<file path="src/rtl/cook_sequencer.sv">
// Microwave cook sequencer: loads a cook time, counts it down in seconds and
// duty-cycles the magnetron per power level, with door interlock and button handling.
module cook_sequencer #(
    parameter int unsigned CLK_PER_TICK = 4
) (
    input  logic       clk,
    input  logic       rst,
    input  logic       startn,
    input  logic       stopn,
    input  logic       clearn,
    input  logic       door_closed,
    input  logic       load,
    input  logic [7:0] time_in,
    input  logic [3:0] power_level,
    output logic       mag_on,
    output logic [7:0] time_left,
    output logic [2:0] state_o,
    output logic       done
);

    localparam int unsigned PW = (CLK_PER_TICK > 1) ? $clog2(CLK_PER_TICK) : 1;
    localparam logic [PW-1:0] PRESC_MAX = PW'(CLK_PER_TICK - 1);

    typedef enum logic [2:0] {
        StIdle  = 3'd0,
        StSet   = 3'd1,
        StCook  = 3'd2,
        StPause = 3'd3,
        StDone  = 3'd4
    } state_e;

    state_e        state_q, state_d;
    logic [7:0]    time_q, time_d;
    logic [3:0]    pwr_q, pwr_d;
    logic [PW-1:0] presc_q, presc_d;
    logic [3:0]    phase_q, phase_d;
    logic          done_q, done_d;
    logic          start_s_q, stop_s_q, clear_s_q;

    logic start_press, stop_press, clear_press, tick, stop_acts;

    // A press is a 1 -> 0 transition relative to the previous sample.
    assign start_press = start_s_q & ~startn;
    assign stop_press  = stop_s_q & ~stopn;
    assign clear_press = clear_s_q & ~clearn;
    assign tick        = (presc_q == PRESC_MAX);
    assign stop_acts   = stop_press &&
                         (state_q == StCook || state_q == StPause || state_q == StDone);

    always_comb begin
        state_d = state_q;
        time_d  = time_q;
        pwr_d   = pwr_q;
        presc_d = presc_q;
        phase_d = phase_q;
        done_d  = 1'b0;

        if (clear_press) begin
            state_d = StIdle;
            time_d  = 8'd0;
        end else if (stop_acts) begin
            if (state_q == StCook) begin
                state_d = StPause;
            end else begin
                if (state_q == StPause) begin
                    time_d = 8'd0;
                end
                state_d = StIdle;
            end
        end else if (state_q == StCook) begin
            // Start and load are ignored while cooking, so this branch owns COOK.
            if (!door_closed) begin
                state_d = StPause;
            end else if (tick) begin
                presc_d = '0;
                if (phase_q == 4'd9) begin
                    phase_d = 4'd0;
                    if (time_q == 8'd1) begin
                        time_d  = 8'd0;
                        state_d = StDone;
                        done_d  = 1'b1;
                    end else begin
                        time_d = time_q - 8'd1;
                    end
                end else begin
                    phase_d = phase_q + 4'd1;
                end
            end else begin
                presc_d = presc_q + 1'b1;
            end
        end else if (start_press && door_closed &&
                     (state_q == StSet || state_q == StPause)) begin
            state_d = StCook;
            if (state_q == StSet) begin
                pwr_d   = (power_level > 4'd10) ? 4'd10 : power_level;
                presc_d = '0;
                phase_d = 4'd0;
            end
        end else if (load && state_q != StPause) begin
            if (time_in != 8'd0) begin
                time_d  = time_in;
                state_d = StSet;
            end else begin
                time_d  = 8'd0;
                state_d = StIdle;
            end
        end
    end

    always_ff @(posedge clk or posedge rst) begin
        if (rst) begin
            state_q   <= StIdle;
            time_q    <= 8'd0;
            pwr_q     <= 4'd0;
            presc_q   <= '0;
            phase_q   <= 4'd0;
            done_q    <= 1'b0;
            start_s_q <= 1'b1;
            stop_s_q  <= 1'b1;
            clear_s_q <= 1'b1;
        end else begin
            state_q   <= state_d;
            time_q    <= time_d;
            pwr_q     <= pwr_d;
            presc_q   <= presc_d;
            phase_q   <= phase_d;
            done_q    <= done_d;
            start_s_q <= startn;
            stop_s_q  <= stopn;
            clear_s_q <= clearn;
        end
    end

    assign mag_on    = (state_q == StCook) & door_closed & (phase_q < pwr_q);
    assign time_left = time_q;
    assign state_o   = state_q;
    assign done      = done_q;

endmodule

</file>
<file path="config.mk">
export PLATFORM = sky130hd
export DESIGN_NAME = cook_sequencer
export DESIGN_NICKNAME = d
export VERILOG_FILES = /design/src/rtl/cook_sequencer.sv
export SDC_FILE = /design/constraint.sdc
export NUM_CORES = 1
export LEC_CHECK = 0
export CAP_MARGIN = 20
export CELL_PAD_IN_SITES_DETAIL_PLACEMENT = 1
export CELL_PAD_IN_SITES_GLOBAL_PLACEMENT = 2
export CORE_UTILIZATION = 32
export DETAILED_ROUTE_END_ITERATION = 7
export GPL_TIMING_DRIVEN = 0
export PLACE_DENSITY = 0.88
export SYNTH_ARGS = -nofsm -noshare
export SYNTH_HDL_FRONTEND = slang
export SYNTH_SLANG_ARGS = --single-unit
</file>
<file path="constraint.sdc">
create_clock -name clk -period 2.6 [get_ports clk]
set_input_delay 0.39 -clock clk [delete_from_list [all_inputs] [get_ports clk]]
set_output_delay 0.39 -clock clk [all_outputs]
set_load 0.1 [all_outputs]
</file>
==> results of run 1 <==
==> worst reg2reg max path: cells and delay by family (launching register included) <==
family / cells / cell delay (ns)
simple gates: 3 / 0.94
flops: 1 / 0.44
mux: 1 / 0.32
fa+ha+maj: 1 / 0.17
buf+inv: 1 / 0.10
compound gates: 1 / 0.07
==> power by group through the flow <==
stage | sequential [mW] | clock, mW | combinational (mW)
after floorplan | 0.915 | 0 | 0.451
after global placement | 0.609 | 0 | 0.991
after detailed placement | 0.617 | 0 | 1.00
after CTS | 0.609 | 0.249 | 1.01
after global routing | 0.626 | 0.261 | 1.08
final | 0.608 | 0.243 | 1.00
==> logic make-up (layout without fill, tap and decap cells) <==
kind of cell    count (synthesis)  after routing  synth area share
simple gates                   64             64             0.248
compound gates                 47             47             0.212
flops                          25             25             0.387
buf+inv                        15             51            0.0362
fa+ha+maj                       8              8            0.0616
mux                             7              7            0.0439
xor+xnor                        2              2            0.0108
==> per-layer routing <==
layer,up-vias,share of wire
met4,0,0.017
li1,686,-
met1,694,0.48
met2,30,0.47
met3,8,0.036
met5,-,0
==> placed cells by master (no fill, tap or decap), types with 2 or more instances in the layout <==
cell / n
buf_2: 3
dfrtp_1: 20
ha_1: 8
nor3_1: 6
nor2_1: 10
xnor2_1: 2
dfrtp_2: 2
o21ai_2: 2
o31ai_1: 2
nand2_1: 13
a31oi_1: 2
clkdlybuf4s50_1: 30
inv_1: 10
o21ai_0: 8
a21o_1: 4
a21oi_1: 8
nor3b_4: 2
clkbuf_8: 3
dfstp_2: 3
o21ai_1: 5
and3_1: 2
nand2b_1: 3
a22o_1: 8
nor4_1: 2
o2bb2ai_1: 3
nand3_1: 7
mux2i_1: 6
nand3b_1: 4
clkbuf_1: 2
==> worst paths after layout <==
path | start | cells after the start | endpoint
max | phase_q[1] | 6 | mag_on
min | rst | 2 | time_left[6]
max reg2reg | time_left[1] | 7 | state_o[0]
min reg2reg | presc_q[0] | 1 | presc_q[0]
max in group asynchronous | rst | 3 | stop_s_q
min in group clk | presc_q[0] | 1 | presc_q[0]
==> sequential cells by signal (all words and copies together), names as in the netlist <==
signal,cells
phase_q,4
pwr_q,4
clear_s_q,1
start_s_q,1
done,1
stop_s_q,1
state_o,3
time_left,8
presc_q,2
==> layout make-up <==
cell class,count,area (µm²)
flip-flops and latches,25,632
repair buffers,32,333
fillers,571,2710
plain buffers,4,17.5
multi-input cells,128,950
well taps,67,83.8
inverters,11,41.3
clock buffers,3,41.3
clock inverters,1,5.00
==> timing repair <==
action	in CTS	in global routing
hold endpoints to repair	0	0
setup endpoints to repair	1	1
resized for setup	3	2
==> per-stage QoR <==
stage                     cell area (µm²)  setup slack (ns)  hold slack (ns)  power, mW
after floorplan                      1640            0.0656            0.394       1.37
after global placement               2030            -0.222            0.496       1.60
after detailed placement             2030            -0.226            0.505       1.62
after CTS                            2080            0.0215            0.528       1.87
after global routing                 2100            0.0624            0.304       1.97
final                                2100             0.171            0.302       1.86
==> out/results.txt, run 1 <==
Inst Count DP - 266
Switching Fraction - 0.491
Design internal power - 0.944 mW
GRT Util Overall - 0.168
Worst-path cell chain - ha_1, o21ai_0, nand2b_1, a21o_1, a211oi_4, buf_2
Initial antenna violation count - 0
Die area - 0.00537 mm²
Routability-driven placement congestion ratio - 0.840
GR Layer Usage met3 - 0.0219
Share of the synthesized area in the top cell type - 0.339
Antenna-violating nets left - 0
DP HPWL - 3150 µm
Vias in the first global route - 1407
CP peak stage delay - 0.45 ns
Clock power share - 0.131
Area delta synth->final - 29.4%
Crit-path max FO - 4
Routed vias/inst - 5.23
Largest net degree at the start of global routing - 26
Initial DRC count - 75
Routed WL - 4160 µm
GRT busiest layer - met2
Drc violations - 0
Share of post-route cells with drive strength above 1 - 0.142
Cell variety after synth - 48
Asr flop ratio synth - 1.00
CTS Buffer Depth - 2
Port bufs - 31
Mapped Cells - 168
Clock transition at path regs - 0.10 ns
Hold Vio Cnt, Final - 0
Sequential area share after synthesis - 0.387
Total number of H-tree levels - 1
Critical-path top delay cell - buf_2
RSZ-0062 raised after global routing - false
Met2 usage - 0.272
NetSw - 0.912 mW
Status - complete, no violations
Final Util - 0.437
DRT Pass-1 Iters - 4
Cell row count - 25
Root Buffer - clkbuf_8
Number of buffers created by CTS - 3
Die Y - 73.3 µm
YS warnings - 0
CP required - 2.21 ns
#FFs+latches synth - 25
DR vias - 1418
Seq pwr share - 0.328
Wire per inst - 15.3 µm
Die width - 73.3 µm
Power per cell area - 882 mW/mm²
Cts-stage hold buffer count - 0
Mapped Area - 0.00163 mm²
Syn Nets - 195
WS Path Type - reg2out
Met1 Track Usage GR - 0.229
Io pins - 32
Clock Latency Late Sink - 0.28 ns
Slew Viols, Final - 0
Worst rel slew slack - 0.344
Post-synth EDFFs - 0
Most common cell in the synthesized netlist - dfrtp_1
Leakage - 0.906 nW
WP data arrival - 2.04 ns
Final Skew - 0.0116 ns
Commonest cells post-synth - dfrtp_1 (22), nand2_1 (13), inv_1 (10), nor2_1 (10)
Reg-to-reg setup timing slack - 0.42 ns
Layout Nets - 232
Max Freq - 412 MHz
Hold Path Class - in2async
CTS tree - done
Startpoint Class - flop
CP bufs+invs - 1
Mapped Avg Cell Area - 9.67 µm²
Core Area - 0.00482 mm²
Maximum vdd drop - 0.327 mV
Crit path max-delay family - compound AO/OA/AOI/OAI gates
Cell accounting for the most synthesized area - dfrtp_1
Max-cap check violation count - 0
Period minus WS final - 2.43 ns
Final Cycle Share - 0.934
Setup Fix Bufs, Post-CTS - 0
Crit end category - output pin
Setup TNS Final - 0 ns
First-pass GRT wire length - 6950 µm
Initial Util - 0.337
Final std cells w/o fill - 271
Clock sink total - 25
Worst-margin pin slew - 0.981 ns
Main synth FF type - dfrtp_1
Combinational share of power - 0.541
Largest cells by area after synthesis - dfrtp_1 (34%), ha_1 (6.2%), dfstp_2 (4.8%), a22o_1 (4.3%), mux2i_1 (3.7%)
Number of inserted diodes - 0
Total grt overflow - 0
# setup viols final - 0
(Power assumes the default switching activity.)
==> inputs of run 2 (changes only) <==
--- a/config.mk
+++ b/config.mk
@@ -10,6 +10,7 @@
 export CELL_PAD_IN_SITES_GLOBAL_PLACEMENT = 2
 export CORE_UTILIZATION = 32
 export DETAILED_ROUTE_END_ITERATION = 7
+export GPL_ROUTABILITY_DRIVEN = 0
 export GPL_TIMING_DRIVEN = 0
 export PLACE_DENSITY = 0.88
 export SYNTH_ARGS = -nofsm -noshare
==> results of run 2 <==
Final layout, timing and power as in run 1 (identical DEF).
